**config.mk**
```make
export PLATFORM = sky130hd
export DESIGN_NAME = mitch_mult_pipe
export DESIGN_NICKNAME = d
export VERILOG_FILES = /design/src/rtl/mitch_pkg.sv /design/src/rtl/mitch_lod.sv /design/src/rtl/mitch_mult_pipe.sv
export SDC_FILE = /design/constraint.sdc
export NUM_CORES = 1
export LEC_CHECK = 0
export ABC_AREA = 1
export BUFFER_PORTS_ARGS = -buffer_cell sky130_fd_sc_hd__buf_2
export CORE_MARGIN = 2
export CORE_UTILIZATION = 50
export DETAILED_ROUTE_END_ITERATION = 16
export PLACE_DENSITY = 0.77
export SLEW_MARGIN = 25
export SYNTH_ARGS = -nofsm -noshare
export SYNTH_HDL_FRONTEND = slang
export SYNTH_SLANG_ARGS = --single-unit
export TNS_END_PERCENT = 10
```
**constraint.sdc**
```tcl
create_clock -name clk -period 7.9 [get_ports clk]
set_clock_uncertainty 0.1 [all_clocks]
set_input_delay 0.79 -clock clk [delete_from_list [all_inputs] [get_ports clk]]
set_output_delay 0.79 -clock clk [all_outputs]
set_load 0.02 [all_outputs]
```
**src/rtl/mitch_pkg.sv**
```systemverilog
// Shared definitions for the Mitchell multiplier: mode encoding and a constant-width helper.
package mitch_pkg;

  localparam logic MODE_APPROX = 1'b0;
  localparam logic MODE_EXACT  = 1'b1;

  // Bits needed to hold values 0..v-1; usable in parameter expressions.
  function automatic int clog2(input int v);
    int r;
    int t;
    r = 0;
    t = v - 1;
    while (t > 0) begin
      r++;
      t = t >> 1;
    end
    return r;
  endfunction

endpackage

```
**src/rtl/mitch_lod.sv**
```systemverilog
// Leading-one detector: returns the position k of the MSB set in v and the first
// FRAC_W fraction bits below that leading one (floor of frac(v / 2^k) * 2^FRAC_W).
module mitch_lod
  import mitch_pkg::*;
#(
  parameter int WIDTH  = 16,
  parameter int FRAC_W = 6,
  localparam int KW    = clog2(WIDTH)
) (
  input  logic [WIDTH-1:0]  v,
  output logic [KW-1:0]     k,
  output logic [FRAC_W-1:0] f
);

  always_comb begin
    k = '0;
    for (int i = 0; i < WIDTH; i++) begin
      if (v[i]) k = KW'(i);
    end
  end

  // Padding v with FRAC_W zeros and shifting right by k leaves the fraction
  // bits just under the leading one in the low FRAC_W positions.
  assign f = FRAC_W'({v, {FRAC_W{1'b0}}} >> k);

endmodule

```
**src/rtl/mitch_mult_pipe.sv**
```systemverilog
// Three-stage valid/ready unsigned multiplier with per-beat exact or Mitchell-approximate mode.
// Define MITCH_TRUNC_COMP_EN to append a mid-point 1 bit to each truncated fraction.
module mitch_mult_pipe
  import mitch_pkg::*;
#(
  parameter int WIDTH   = 16,
  parameter int TRUNC_W = 6
) (
  input  logic               clk,
  input  logic               rst_n,
  input  logic               in_valid,
  output logic               in_ready,
  input  logic [WIDTH-1:0]   x,
  input  logic [WIDTH-1:0]   y,
  input  logic               mode,
  output logic               out_valid,
  input  logic               out_ready,
  output logic [2*WIDTH-1:0] p,
  output logic               p_mode
);

  localparam int KW = clog2(WIDTH);
`ifdef MITCH_TRUNC_COMP_EN
  localparam int FW = TRUNC_W + 1;
`else
  localparam int FW = TRUNC_W;
`endif
  localparam int SW = FW + 1;
  localparam int AW = 2 * WIDTH + FW;

  logic adv;
  assign adv      = !out_valid || out_ready;
  assign in_ready = adv;

  // Stage 1 registers
  logic             v1;
  logic             mode1;
  logic [WIDTH-1:0] x1;
  logic [WIDTH-1:0] y1;

  always_ff @(posedge clk or negedge rst_n) begin
    if (!rst_n) begin
      v1    <= 1'b0;
      mode1 <= 1'b0;
      x1    <= '0;
      y1    <= '0;
    end else if (adv) begin
      v1 <= in_valid;
      if (in_valid) begin
        mode1 <= mode;
        x1    <= x;
        y1    <= y;
      end
    end
  end

  logic [KW-1:0]      kx;
  logic [KW-1:0]      ky;
  logic [TRUNC_W-1:0] fx;
  logic [TRUNC_W-1:0] fy;

  mitch_lod #(.WIDTH(WIDTH), .FRAC_W(TRUNC_W)) u_lod_x (.v(x1), .k(kx), .f(fx));
  mitch_lod #(.WIDTH(WIDTH), .FRAC_W(TRUNC_W)) u_lod_y (.v(y1), .k(ky), .f(fy));

  logic [FW-1:0] fx_c;
  logic [FW-1:0] fy_c;
`ifdef MITCH_TRUNC_COMP_EN
  assign fx_c = {fx, 1'b1};
  assign fy_c = {fy, 1'b1};
`else
  assign fx_c = fx;
  assign fy_c = fy;
`endif

  logic [SW-1:0]      s_next;
  logic [KW:0]        ksum_next;
  logic [2*WIDTH-1:0] prod_next;
  logic               zero_next;

  assign s_next    = SW'(fx_c) + SW'(fy_c);
  assign ksum_next = (KW+1)'(kx) + (KW+1)'(ky);
  assign prod_next = (2*WIDTH)'(x1) * (2*WIDTH)'(y1);
  assign zero_next = (x1 == '0) || (y1 == '0);

  // Stage 2 registers
  logic               v2;
  logic               mode2;
  logic               zero2;
  logic [SW-1:0]      s2;
  logic [KW:0]        ksum2;
  logic [2*WIDTH-1:0] prod2;

  always_ff @(posedge clk or negedge rst_n) begin
    if (!rst_n) begin
      v2    <= 1'b0;
      mode2 <= 1'b0;
      zero2 <= 1'b0;
      s2    <= '0;
      ksum2 <= '0;
      prod2 <= '0;
    end else if (adv) begin
      v2 <= v1;
      if (v1) begin
        mode2 <= mode1;
        zero2 <= zero_next;
        s2    <= s_next;
        ksum2 <= ksum_next;
        prod2 <= prod_next;
      end
    end
  end

  // Antilog: mantissa 1.frac scaled by 2^(ksum+carry); a carry out of the
  // fraction sum already represents the leading 1, so both cases share one shift.
  logic [FW:0]        mant;
  logic [KW+1:0]      expo;
  logic [AW-1:0]      wide;
  logic [2*WIDTH-1:0] approx;
  logic [2*WIDTH-1:0] p_next;

  assign mant   = {1'b1, s2[FW-1:0]};
  assign expo   = (KW+2)'(ksum2) + (KW+2)'(s2[FW]);
  assign wide   = AW'(mant) << expo;
  assign approx = (2*WIDTH)'(wide >> FW);

  always_comb begin
    p_next = approx;
    if (zero2) p_next = '0;
    else if (mode2 == MODE_EXACT) p_next = prod2;
    else if (mode2 == MODE_APPROX) p_next = approx;
  end

  // Stage 3 registers
  always_ff @(posedge clk or negedge rst_n) begin
    if (!rst_n) begin
      out_valid <= 1'b0;
      p         <= '0;
      p_mode    <= 1'b0;
    end else if (adv) begin
      out_valid <= v2;
      if (v2) begin
        p      <= p_next;
        p_mode <= mode2;
      end
    end
  end

endmodule

```
# After elaboration in Yosys (flattened, before gate mapping)
# Cells that the tools add are included.
# Widths: inputs -> output; s select.
totals:
  ff_bits: 115
  latch_bits: 0
  mem_bits_rw: 0
  rom_bits: 0
  in_bits: 37
  output_inout_bits: 35
  elab_cells: 60
  memories: 0
classes:
  add_sub_neg: 3
  n_mul: 1
  div_mod_pow: 0
  order_cmp: 0
  n_eq_ne: 0
  shifts: 3
  n_mux: 32
  bitwise_logic: 0
  n_reduce_logical: 8
op_table:
  columns: ["operator", "n"]
  rows:
  - ["$mux 32", 2]
  - ["$mux 4", 16]
  - ["$shr 22x4->6", 2]
  - ["$shl 7x6->38", 1]
  - ["$logic_not 16->1", 2]
  - ["$mul 16x16->32", 1]
  - ["$mux 3", 8]
  - ["$mux 2", 4]
  - ["$add 6x6->7", 1]
  - ["$add 5x1->6", 1]
  - ["$reduce_and 2->1", 3]
  - ["$add 4x4->5", 1]
  - ["$logic_or 1x1->1", 2]
  - ["$mux 1", 2]
  - ["$logic_not 1->1", 1]

# Logic depth before layout (Yosys ltp)
depth:
  word_depth: 17
  ltp_mapped: 31
  depth_no_buf: 30

# Cells and area by module
# From an unflattened synthesis, not the netlist that was laid out.
hier_totals:
  cells_unflattened: 2368
  hier_area_um2: 16525.8
by_module_without_submodules:
  columns: ["mod", "instances", "cells_per_inst", "area_per_inst_um2", "seq_area_each_um2"]
  rows:
  - ["mitch_mult_pipe", 1, 2040, 15011.9, 2877.8]
  - ["mitch_lod", 2, 164, 757.0, 0.0]

# Worst setup path before layout
# Ideal clock, no wire load.
synth_timing:
  path_type: "reg2reg"
  startpoint: "register x1[10]"
  endpoint: "register prod2[23]"
  setup_ns: 0.130
  t_arrival_ns: 5.467
  t_required_ns: 7.670
  setup_slack_ns: 2.203
  path_stages_with_launch: 24
  n_path_buf: 2
  period_less_slack_ns: 5.697
  cell_sequence: "dfrtp_1 -> clkbuf_1 -> buf_1 -> nand2_1 -> fa_1 -> fa_1 -> fa_1 -> fa_1 -> inv_1 -> fa_1 -> inv_1 -> fa_1 -> inv_1 -> ha_1 -> nand2_1 -> nor2_1 -> inv_1 -> o21bai_4 -> a21oi_2 -> o21ai_2 -> a21oi_1 -> or2_1 -> nand3_1 -> o21ai_0"
synth_via:
  elab_chain_len: 1
synth_lines:
  columns: ["element", "line_no", "rtl"]
  rows:
  - ["start: declaration", "mitch_mult_pipe.sv:38", "logic [WIDTH-1:0] x1;"]
  - ["start signal: assignment", "mitch_mult_pipe.sv:45", "x1 <= '0;"]
  - ["start signal: assignment", "mitch_mult_pipe.sv:51", "x1 <= x;"]
  - ["$mul 16x16->32", "mitch_mult_pipe.sv:82", "assign prod_next = (2*WIDTH)'(x1) * (2*WIDTH)'(y1);"]
  - ["end signal: assignment", "mitch_mult_pipe.sv:108", "prod2 <= prod_next;"]
  - ["end: declaration", "mitch_mult_pipe.sv:91", "logic [2*WIDTH-1:0] prod2;"]
# No other way between the ends.
# A chain may end at the register's enable or synchronous reset.

# Worst setup path in the final report
layout_timing:
  startpoint: "register y1[7]"
  endpoint: "register prod2[28]"
layout_via:
  elab_chain_len: 1
layout_lines:
  columns: ["element", "line_no", "rtl"]
  rows:
  - ["start: declaration", "mitch_mult_pipe.sv:39", "logic [WIDTH-1:0] y1;"]
  - ["start signal: assignment", "mitch_mult_pipe.sv:52", "y1 <= y;"]
  - ["$mul 16x16->32", "mitch_mult_pipe.sv:82", null]
# No other way between the ends.

==> flow_summary.yaml <==
critical_path:
  max_stage_delay_ns: 0.97
  start_kind: "register"
  crit_required_ns: 8.12
  crit_type: "register to register"
  path_max_fanout: 20
  crit_slowest_cell: "dfrtp_1"
  path_common_cell: "fa_1"
  worstSetupEndpointType: "register"
  cp_top_family: "adder cells"
  cp.arrival_ns: 6.51
  path_cells: "nand2_1 > fa_1 > fa_1 > inv_1 > fa_1 > fa_1 > fa_1 > inv_1 > fa_1 > inv_1 > ha_1 > nand2_1 > nor2_1 > inv_1 > nor3_1 > a21oi_2 > o21ai_0 > nand2_1 > nand3_1 > nand2_1 > nand3_1 > nand2_1"
  crit_buf_inv: 4
sta:
  drv_slew: 0
  finalSetupTns_ns: 0
  worst_slew_pin_slew_ns: 1.01
  finalCriticalPeriod_ns: 6.30
  hold_violations: 0
  setup-violations-final: 0
  relSlewSlack: 0.328
  min_period_over_period: 0.797
  fmax_ghz: 0.159
  rsz0062_at_grt: "false"
global_routing:
  gr-total-overflow: 0
  grt_pass1_wl_um: 67500
  use_met1: 0.362
  antenna_found_initial: 0
  top_usage_layer: "met2"
  grt_max_degree: 65
  grt_use_total: 0.268
  grtUsageMet2: 0.432
  grt_pass1_vias: 13400
  met3_usage: 0.0603
floorplanning:
  die_h_um: 179
  fp.coreArea_um2: 30400
  row_count: 64
  initial_utilization: 0.505
  die_w_um: 179
  io_pins: 72
  die_area_um2: 32200
cts:
  cts_resized: 0
  clk_latency_ns: 0.43
  post_cts_buffers: 0
  clk_pin_slew_ns: 0.06
  cts-htree-levels: 4
  root_buffer: "clkbuf_16"
  cts_buffers: 17
  tritoncts: "built"
  cts.sinks: 115
  clock_path_buffers: 2
  ctsHoldBuffers: 0
job:
  maxCapViolCount: 0
placement:
  placed_cells: 2408
  dp_hpwl_um: 31400
  io_buffer_count: 71
  gp_congestion: 0.914
synthesis:
  synth-async-reset-ratio: 1.00
  synth_edf_count: 0
  syn_area_um2: 15400
  avgSynthCellArea_um2: 7.54
  synthFlopType: "dfrtp_1"
  synth_fp_nets: 2387
  synthCells: 2038
  yosys_warnings: 0
  ys_seq_elements: 115
  synth-seq-area-share: 0.187
  ys_types: 54
drt:
  detailroute.via_count: 13400
  drtIter0Drc: 1202
  vias_per_cell: 5.48
  final_antenna_net_count: 0
  firstDrtPassIters: 6
  wire_per_inst_um: 16.9
  drc: 0
  routed_wl_um: 41200
cells_and_area:
  multi_input_area_um2: 10400
  nets: 2380
  area_growth_pct: 7.15
  antenna_cells: 0
  final_common_cell: "nand2_1"
  drive_gt1_frac: 0.0714
  final_cell_mix: "nand2_1 (528), inv_1 (428), fa_1 (196), ha_1 (116), dfrtp_1 (115)"
  nFillCells: 2820
  seq_area_um2: 2880
  instances_no_fill: 2440
min_path:
  hold_class: "input port to asynchronous set/reset pin"
outcome:
  status: "complete, no violations"
-- state kept, by name, summed over array words and instances (netlist names) --
| name | cells |
|---|---|
| mode2 | 1 |
| ksum2 | 5 |
| s2 | 7 |
| p_mode | 1 |
| mode1 | 1 |
| zero2 | 1 |
| out_valid | 1 |
| v1 | 1 |
| prod2 | 32 |
| p | 32 |
| v2 | 1 |
| y1 | 16 |
| x1 | 16 |
-- Yosys cell counts, types with 2 or more instances --
cell | count | area [um2]
a21o_1 | 2 | 15.0
a21oi_1 | 66 | 330
a21oi_2 | 3 | 26.3
a221oi_1 | 8 | 70.1
a22o_1 | 22 | 193
a31oi_1 | 10 | 62.6
buf_1 | 22 | 82.6
buf_2 | 29 | 145
buf_6 | 2 | 22.5
clkbuf_1 | 51 | 191
dfrtp_1 | 115 | 2880
fa_1 | 196 | 3920
ha_1 | 116 | 1450
inv_1 | 428 | 1610
inv_2 | 8 | 30.0
mux2_2 | 3 | 33.8
nand2_1 | 529 | 1990
nand2_2 | 4 | 25.0
nand2_4 | 2 | 22.5
nand3_1 | 104 | 521
nand3b_1 | 4 | 30.0
nand4_1 | 6 | 37.5
nor2_1 | 111 | 417
nor3_1 | 8 | 40.0
nor4_1 | 5 | 31.3
o211ai_1 | 6 | 45.0
o21a_1 | 3 | 22.5
o21ai_0 | 101 | 505
o21ai_1 | 8 | 40.0
o21ai_2 | 2 | 17.5
o21bai_1 | 3 | 22.5
o221ai_1 | 4 | 35.0
o22ai_1 | 6 | 37.5
or2_1 | 4 | 25.0
or2_2 | 3 | 18.8
xnor2_1 | 15 | 131
xor2_1 | 12 | 105
-- logic make-up after synthesis --
| logic type | share of synthesized area |
|---|---|
| AO/OA/AOI/OAI | 0.100 |
| XOR/XNOR | 0.0154 |
| adder cells (fa/ha/maj) | 0.350 |
| buffers and inverters | 0.136 |
| flip-flops | 0.187 |
| multiplexers | 0.00285 |
| AND/OR/NAND/NOR | 0.209 |
-- cell type report --
cell class                      count  area share
Clock inverter                     14      0.0115
Sequential cell                   115       0.175
Tap cell                          396      0.0301
Inverter                          437      0.0996
Clock buffer                       18      0.0267
Multi-Input combinational cell   1381       0.632
Timing Repair Buffer               79      0.0254
-- path summary, 6_finish.rpt --
check                      slack (ns)  startpoint  cells after the start        end
max in group asynchronous        6.14       rst_n                      2      y1[3]
max                              1.60       y1[7]                     22  prod2[28]
min                              0.33       rst_n                      1      p[15]
min reg2reg                      0.37          v2                      2  out_valid
min in group clk                 0.37          v2                      2  out_valid
max reg2reg                      1.60       y1[7]                     22  prod2[28]
-- per-stage QoR --
| stage | hold WS [ns] | instance area, um2 | setup slack [ns] | util |
|---|---|---|---|---|
| 6_report | 0.331 | 16500 | 1.60 | 0.541 |
| 5_1_grt | 0.395 | 16500 | 1.22 | 0.541 |
| 3_5_place_dp | 0.361 | 15800 | 1.65 | 0.521 |
| 4_1_cts | 0.353 | 16500 | 1.68 | 0.541 |
| 2_1_floorplan | 0.332 | 15400 | 2.20 | - |
| 3_3_place_gp | 0.349 | 15800 | 1.86 | 0.521 |
-- layer usage --
layer,up-vias,part of all wire
met2,654,0.45
met4,0,0.030
met5,-,0
li1,6217,-
met1,6387,0.42
met3,121,0.095
-- worst reg2reg max path, cell delays in order (launching register included) --
cell and delay, ns:
dfrtp_1 0.97, nand2_1 0.22, fa_1 0.55, fa_1 0.52, inv_1 0.06, fa_1 0.56, fa_1 0.46, fa_1 0.54
inv_1 0.06, fa_1 0.47, inv_1 0.04, ha_1 0.36, nand2_1 0.10, nor2_1 0.09, inv_1 0.05, nor3_1 0.25
a21oi_2 0.12, o21ai_0 0.30, nand2_1 0.12, nand3_1 0.09, nand2_1 0.05, nand3_1 0.08, nand2_1 0.06
Power is left out: the tool's default activity adds up to more than one toggle a clock period on the data nets, which glitch-free logic cannot reach.
